**config.mk**
```make
export PLATFORM = sky130hd
export DESIGN_NAME = dispatch_1to4
export DESIGN_NICKNAME = d
export VERILOG_FILES = /design/src/rtl/dispatch_pkg.sv /design/src/rtl/dispatch_slot.sv /design/src/rtl/dispatch_1to4.sv
export SDC_FILE = /design/constraint.sdc
export NUM_CORES = 1
export LEC_CHECK = 0
export ABC_AREA = 1
export CAP_MARGIN = 15
export CORE_MARGIN = 2
export CORE_UTILIZATION = 38
export CTS_BUF_LIST = sky130_fd_sc_hd__clkbuf_4 sky130_fd_sc_hd__clkbuf_8 sky130_fd_sc_hd__clkbuf_16
export DETAILED_ROUTE_END_ITERATION = 6
export GPL_TIMING_DRIVEN = 0
export PLACE_DENSITY_LB_ADDON = 0.15
export SYNTH_ARGS = -nofsm -noshare
export SYNTH_HDL_FRONTEND = slang
export SYNTH_HIERARCHICAL = 1
export SYNTH_SLANG_ARGS = --single-unit
```
**constraint.sdc**
```tcl
create_clock -name clk -period 1.15 [get_ports clk]
set_input_delay 0.23 -clock clk [delete_from_list [all_inputs] [get_ports clk]]
set_output_delay 0.23 -clock clk [all_outputs]
set_load 0.01 [all_outputs]
```
**src/rtl/dispatch_pkg.sv**
```systemverilog
// Shared constants and types for the 1-to-4 stream dispatcher.
// Channel count, destination width and slot state encoding live here.
package dispatch_pkg;

    localparam int DISP_NCH    = 4;
    localparam int DISP_DEST_W = 2;

    typedef enum logic {
        SLOT_EMPTY = 1'b0,
        SLOT_FULL  = 1'b1
    } slot_state_e;

    // Round-robin successor; the pointer width makes 3 -> 0 wrap for free.
    function automatic logic [DISP_DEST_W-1:0] next_ptr(input logic [DISP_DEST_W-1:0] ptr);
        return ptr + DISP_DEST_W'(1);
    endfunction

endpackage

```
**src/rtl/dispatch_slot.sv**
```systemverilog
// One-entry holding slot for a single dispatcher channel.
// A load in the same cycle as a drain replaces the held beat without a bubble.
module dispatch_slot
    import dispatch_pkg::*;
#(
    parameter int WIDTH = 8
) (
    input  logic             clk,
    input  logic             rst_n,
    input  logic             load,
    input  logic [WIDTH-1:0] d,
    input  logic             ready,
    output logic             valid,
    output logic [WIDTH-1:0] q
);

    slot_state_e      state_q, state_d;
    logic [WIDTH-1:0] data_q, data_d;

    always_ff @(posedge clk or negedge rst_n) begin
        if (!rst_n) begin
            state_q <= SLOT_EMPTY;
            data_q  <= '0;
        end else begin
            state_q <= state_d;
            data_q  <= data_d;
        end
    end

    always_comb begin
        state_d = state_q;
        data_d  = data_q;
        unique case (state_q)
            SLOT_EMPTY: if (load) state_d = SLOT_FULL;
            SLOT_FULL:  if (!load && ready) state_d = SLOT_EMPTY;
        endcase
        // A stalled full slot never sees load because the top holds in_ready low.
        if (load) data_d = d;
    end

    always_comb begin
        valid = (state_q == SLOT_FULL);
        q     = data_q;
    end

endmodule

```
**src/rtl/dispatch_1to4.sv**
```systemverilog
// Registered valid/ready 1-to-4 dispatcher: one input stream routed to four
// one-entry channel slots, addressed by in_dest or by a round-robin pointer.
module dispatch_1to4
    import dispatch_pkg::*;
#(
    parameter int WIDTH = 8,
    parameter bit RR    = 1'b0
) (
    input  logic                       clk,
    input  logic                       rst_n,
    input  logic [WIDTH-1:0]           in_data,
    input  logic [DISP_DEST_W-1:0]     in_dest,
    input  logic                       in_valid,
    output logic                       in_ready,
    output logic [DISP_NCH*WIDTH-1:0]  out_data,
    output logic [DISP_NCH-1:0]        out_valid,
    input  logic [DISP_NCH-1:0]        out_ready,
    output logic [DISP_DEST_W-1:0]     rr_ptr
);

    logic [DISP_DEST_W-1:0] rr_ptr_q, rr_ptr_d;
    logic [DISP_DEST_W-1:0] target;
    logic                   accept;
    logic [DISP_NCH-1:0]    load;

    // in_ready depends only on the target slot, never on in_valid.
    always_comb begin
        target   = RR ? rr_ptr_q : in_dest;
        in_ready = ~out_valid[target] | out_ready[target];
        accept   = in_valid & in_ready;
        load     = accept ? (DISP_NCH'(1) << target) : '0;
        rr_ptr_d = (RR && accept) ? next_ptr(rr_ptr_q) : rr_ptr_q;
    end

    always_ff @(posedge clk or negedge rst_n) begin
        if (!rst_n) begin
            rr_ptr_q <= '0;
        end else begin
            rr_ptr_q <= rr_ptr_d;
        end
    end

    assign rr_ptr = rr_ptr_q;

    for (genvar k = 0; k < DISP_NCH; k++) begin : g_slot
        dispatch_slot #(
            .WIDTH (WIDTH)
        ) u_slot (
            .clk   (clk),
            .rst_n (rst_n),
            .load  (load[k]),
            .d     (in_data),
            .ready (out_ready[k]),
            .valid (out_valid[k]),
            .q     (out_data[k*WIDTH +: WIDTH])
        );

        // A stalled channel must present the same beat on the next cycle.
        a_stall_hold: assert property (
            @(posedge clk) disable iff (!rst_n)
            (out_valid[k] && !out_ready[k]) |=>
                (out_valid[k] && $stable(out_data[k*WIDTH +: WIDTH]))
        );
    end

    a_ptr_fixed: assert property (
        @(posedge clk) disable iff (!rst_n) (!RR) |-> (rr_ptr_q == '0)
    );

endmodule

```
# After elaboration in Yosys (flattened, before gate mapping)
# Cells that the tools add are included.
[classes]
add_sub_neg = 0
n_mul = 0
n_div = 0
magnitude_cmp = 1
n_eq_ne = 0
n_shift = 1
mux = 17
bitwise_logic = 7
reduce_logical = 8
[ops]
columns = ["op", "n"]
rows = [
  ["$mux W1", 10],
  ["$pmux W1 S2", 4],
  ["$not A1 Y1", 5],
  ["$bmux W1 S2", 2],
  ["$logic_and A1 B1 Y1", 4],
  ["$logic_not A1 Y1", 4],
  ["$mux W4", 1],
  ["$shl A1 B2 Y4 const A", 1],
  ["$lt A2 B3 Y1 const B", 1],
  ["$and A1 B1 Y1", 1],
  ["$or A1 B1 Y1", 1],
]
[totals]
ff_bits = 36
latchBits = 0
ram_bits = 0
mem_bits_ro = 0
input_bits = 17
output_inout_bits = 39
elab_cells = 42
memories = 0

# Depth between registers and ports, before layout
[depth]
word_depth = 10
mapped_depth = 13
ltp_nobuf = 11

# Hierarchy
# Netlist, hierarchy kept.
[modules_own_cells]
columns = ["module", "instances", "cells_each", "area_each_um2", "seq_area_each_um2"]
rows = [
  ["dispatch_slot", 4, 38, 341.6, 225.2],
  ["dispatch_1to4", 1, 33, 182.7, 0.0],
]

# Least setup slack after synthesis
# OpenSTA, ideal clock, no wires.
[synth_path]
path_type = "reg2reg"
startpoint = "register g_slot[2].u_slot.state_q"
endpoint = "register g_slot[0].u_slot.data_q[0]"
setup_time_ns = 0.117
arrival_ns = 1.174
t_required_ns = 1.033
slack_ns = -0.141
path_stages_with_launch = 12
path_buffers = 1
synth_period_minus_slack_ns = 1.291
path_cell_list = "dfrtp_1 > nand2_2 > nand2_1 > nand2_1 > nand2_1 > nand2_2 > nand2_4 > nor2_2 > buf_6 > inv_2 > nand2_1 > nand2_1"
[synth_between]
elab_chain_cells = 6
[synth_rtl]
columns = ["item", "line", "text"]
rows = [
  ["start, declared", "dispatch_slot.sv:17", "slot_state_e state_q, state_d;"],
  ["start signal, assigned", "dispatch_slot.sv:25", "state_q <= state_d;"],
  ["$bmux W1 S2", "dispatch_1to4.sv:29", "in_ready = ~out_valid[target] | out_ready[target];"],
  ["$mux W1 (implied by the code)", "dispatch_1to4.sv:29", ""],
  ["$not A1 Y1", "dispatch_1to4.sv:29", ""],
  ["$or A1 B1 Y1", "dispatch_1to4.sv:29", ""],
  ["named net in_ready", "dispatch_1to4.sv:14", "output logic in_ready,"],
  ["$and A1 B1 Y1", "dispatch_1to4.sv:30", "accept = in_valid & in_ready;"],
  ["$mux W4", "dispatch_1to4.sv:31", "load = accept ? (DISP_NCH'(1) << target) : '0;"],
  ["named net load[0]", "dispatch_1to4.sv:24", "logic [DISP_NCH-1:0] load;"],
  ["end signal, assigned", "dispatch_slot.sv:26", "data_q <= data_d;"],
  ["end, declared", "dispatch_slot.sv:18", "logic [WIDTH-1:0] data_q, data_d;"],
]
# The timed path passes the listed nets, and every way through them passes these cells. The select of a mux whose other input is x is not followed.
# A chain may end at the register's enable or synchronous reset.

# Worst setup path after layout
[layout_path]
startpoint = "register g_slot[0].u_slot.state_q"
endpoint = "register g_slot[3].u_slot.data_q[5]"
[layout_between]
elab_chain_cells = 6
[layout_rtl]
columns = ["item", "line"]
rows = [
  ["start, declared", "dispatch_slot.sv:17"],
  ["start signal, assigned", "dispatch_slot.sv:25"],
  ["$bmux W1 S2", "dispatch_1to4.sv:29"],
  ["$mux W1 (implied by the code)", "dispatch_1to4.sv:29"],
  ["$not A1 Y1", "dispatch_1to4.sv:29"],
  ["$or A1 B1 Y1", "dispatch_1to4.sv:29"],
  ["$and A1 B1 Y1", "dispatch_1to4.sv:30"],
  ["$mux W4", "dispatch_1to4.sv:31"],
  ["named net load[3]", "dispatch_1to4.sv:24"],
  ["end signal, assigned", "dispatch_slot.sv:26"],
  ["end, declared", "dispatch_slot.sv:18"],
]
# The timed path passes the listed nets, and every way through them passes these cells. The select of a mux whose other input is x is not followed.

==> reports/metrics.cfg <==
[pwr]
p_int_uw=2761
switching_share=0.2872
peakVddDrop_mv=1.010
powerDensity_nw_per_um2=1617
net-switching-power_uw=1113
combPwrFrac=0.266
clkPwrFrac=0.313
p_seq_frac=0.421
leakage_uw=0.001339

[clock_tree]
cts_hold_buf=0
clockBufferDepth=2
cts_tree=built
root_buffer=clkbuf_8
numCtsBuffers=5
clock_sinks=36
clk_latency_ns=0.29
htree_levels=2
path_clk_slew_ns=0.07

[critical_path]
worst_ep_required_time_ns=1.34
max_stage_delay_ns=0.40
endpoint_kind=flip-flop
path_max_fanout=6
path_class=reg2reg
cpMostUsedCell=nand2_1
cpMaxStageDelayCell=dfrtp_1
critical-path-top-delay-family=simple AND/OR/NAND/NOR gates
worst-path-buf-inv=2
crit_chain=nand2_1 -> nand2_1 -> nand2_1 -> nand2_1 -> nand2_2 -> nand2_4 -> nor2_4 -> buf_8 -> inv_4 -> nand2_1 -> nand2_1
crit_arrival_ns=1.54
start_kind=flip-flop

[timing]
hold_viol=0
period_share=1.174
fin_skew_ns=0.004999
drv_slew=0
setup_viol=39
max_freq_mhz=740.4
max_slew_margin=0.4717
tns_ns=-6.376
fin_ws_ns=-0.2007
worst-slew-pin-transition_ns=0.7925
rsz0062_at_grt=yes
fin_crit_ns=1.351

[logic_synthesis]
async_flop_share=1.000
synth_top_cells_by_area=dfrtp_1, nand2_1, buf_6, nor2_2, nand2_2
post-synth-top-area-cell=dfrtp_1
synthTopCellsByCount=nand2_1, dfrtp_1, nor2_2
syn_avg_cell_area_um2=8.373
ys.flop_type=dfrtp_1
yosys_warnings=6
yosysTopAreaCellShare=0.5816
synth.most_common_cell=nand2_1
netlist_instances=185
synth_area_um2=1549
seq_area_frac_synth=0.5816
synth.distinct_cells=13
yosys_register_bits=36
synth_edf_count=0

[placement]
port_buffers=52
post-place-cells=288
gp_congestion=0.7742
hpwl_um=2523

[final_layout]
num-fill-cells=366
seqCellArea_um2=900.9
drive_above_1_share=0.4366
multi_input_area_um2=631.9
final_cells=318
area_growth_pct=54.69
finalNetCount=284
n_antenna_cell=0

[drt]
dr.pass1.iters=4
viasPerCell=4.415
via_count=1404
wirelength_um=4002
route.detailed.drc=0
wire_per_inst_um=12.58
drt-initial-drc-count=68
ant_nets=0

[global_route]
grt_pass1_wl_um=6182
grt_pass1_vias=1194
grt-ovfl-total=0
grt.total_usage=0.1924
grt_max_degree=37
antenna_found_initial=0

[floorplanning]
rows=23
dieWidth_um=67.85
coreArea_um2=3971
initial_utilization=0.3900
die_y_um=67.85
design.die.area_um2=4603
ioPinCount=56

[outcome]
status=finished, violations left
violations=setup timing

[worst_hold_path]
min_path_type=in2async

[flow_run]
maxCapViolCount=0

[per-stage QoR]
step / area (um^2) / hold slack [ns] / setup slack, ns / power, uW / util
3_5_place_dp: 2151 / 0.3583 / -0.8143 / 2660 / 0.5416
3_3_place_gp: 2156 / 0.4539 / -0.9992 / 2648 / 0.5428
6_report: 2396 / 0.01797 / -0.2007 / 3874 / 0.6033
2_1_floorplan: 1573 / -0.06559 / -0.1304 / 2027 / -
5_1_grt: 2396 / 0.07651 / -0.2872 / 4093 / 0.6033
4_1_cts: 2440 / 0.04291 / -0.1872 / 3908 / 0.6144
[what timing repair did]
| item | 4_1_cts | 5_1_grt |
|---|---|---|
| pin swaps | 4 | 2 |
| gates resized for setup | 137 | 48 |
| cloned | 6 | 0 |
| buffers inserted | 11 | 9 |
| endpoints found under the setup margin | 73 | 67 |
[power groups by stage]
stage                     registers, uW  logic, uW  clock network (uW)
after floorplan                    1750        277                   0
after global placement             1650       1000                   0
after detailed placement           1640       1020                   0
after CTS                          1620       1040                1240
after global routing               1650       1130                1310
final                              1630       1030                1210
[state kept, by name, indices dropped and copies added (netlist names)]
name,flops
g_slot.u_slot/q,32
g_slot.u_slot/valid,4
[path summary, 6_finish.rpt]
kind / start / to / slack (ns) / depth (start not counted)
setup / recovery: g_slot[0].u_slot/valid$_DFF_PN0_ / g_slot[3].u_slot/q[5]$_DFFE_PN0P_ / -0.20 / 11
hold / removal: rst_n / g_slot[2].u_slot/valid$_DFF_PN0_ / 0.02 / 1
setup reg to reg: g_slot[0].u_slot/valid$_DFF_PN0_ / g_slot[3].u_slot/q[5]$_DFFE_PN0P_ / -0.20 / 11
hold reg to reg: g_slot[2].u_slot/q[5]$_DFFE_PN0P_ / g_slot[2].u_slot/q[5]$_DFFE_PN0P_ / 0.47 / 2
max in group asynchronous: rst_n / g_slot[3].u_slot/valid$_DFF_PN0_ / 0.62 / 1
min in group clk: out_ready[2] / g_slot[2].u_slot/valid$_DFF_PN0_ / 0.31 / 4
[cells in the final DEF (no fill, tap or decap), drive strengths merged]
cell type / count
nor2: 6
dlygate4sd2: 4
clkdlybuf4s50: 10
inv: 13
bufinv: 1
buf: 51
nand2: 121
clkbuf: 21
conb: 2
dfrtp: 36
nand3: 3
[kinds of logic after synthesis]
logic type	after synthesis	share of synthesized area
buffers and inverters	18	0.07431
flip-flops	36	0.5816
other	1	0.002421
AND/OR/NAND/NOR	130	0.3417
[layer usage]
layer | wire, um | vias up | GRT usage
met5 | 0 | - | 0
met4 | 17 | 0 | 0.06750
met3 | 289 | 2 | 0.07401
met2 | 1905 | 39 | 0.2917
met1 | 1790 | 655 | 0.2518
li1 | - | 708 | -
[worst reg2reg max path, stage by stage, from the launching register on]
cell	delay, ns
dfrtp_1	0.40
nand2_1	0.07
nand2_1	0.05
nand2_1	0.05
nand2_1	0.05
nand2_2	0.09
nand2_4	0.10
nor2_4	0.13
buf_8	0.15
inv_4	0.06
nand2_1	0.05
nand2_1	0.04
[cell type report]
cell class | count | area share
timing repair buffer | 72 | 0.2104
clock inverter | 1 | 0.01253
timing repair inverter | 2 | 0.007311
sequential | 36 | 0.3760
inverter | 11 | 0.03081
buffer | 7 | 0.03290
clock buffer | 7 | 0.04021
multi-input combinational | 132 | 0.2637
tap | 50 | 0.02611
Power figures use the tool's default switching activity.
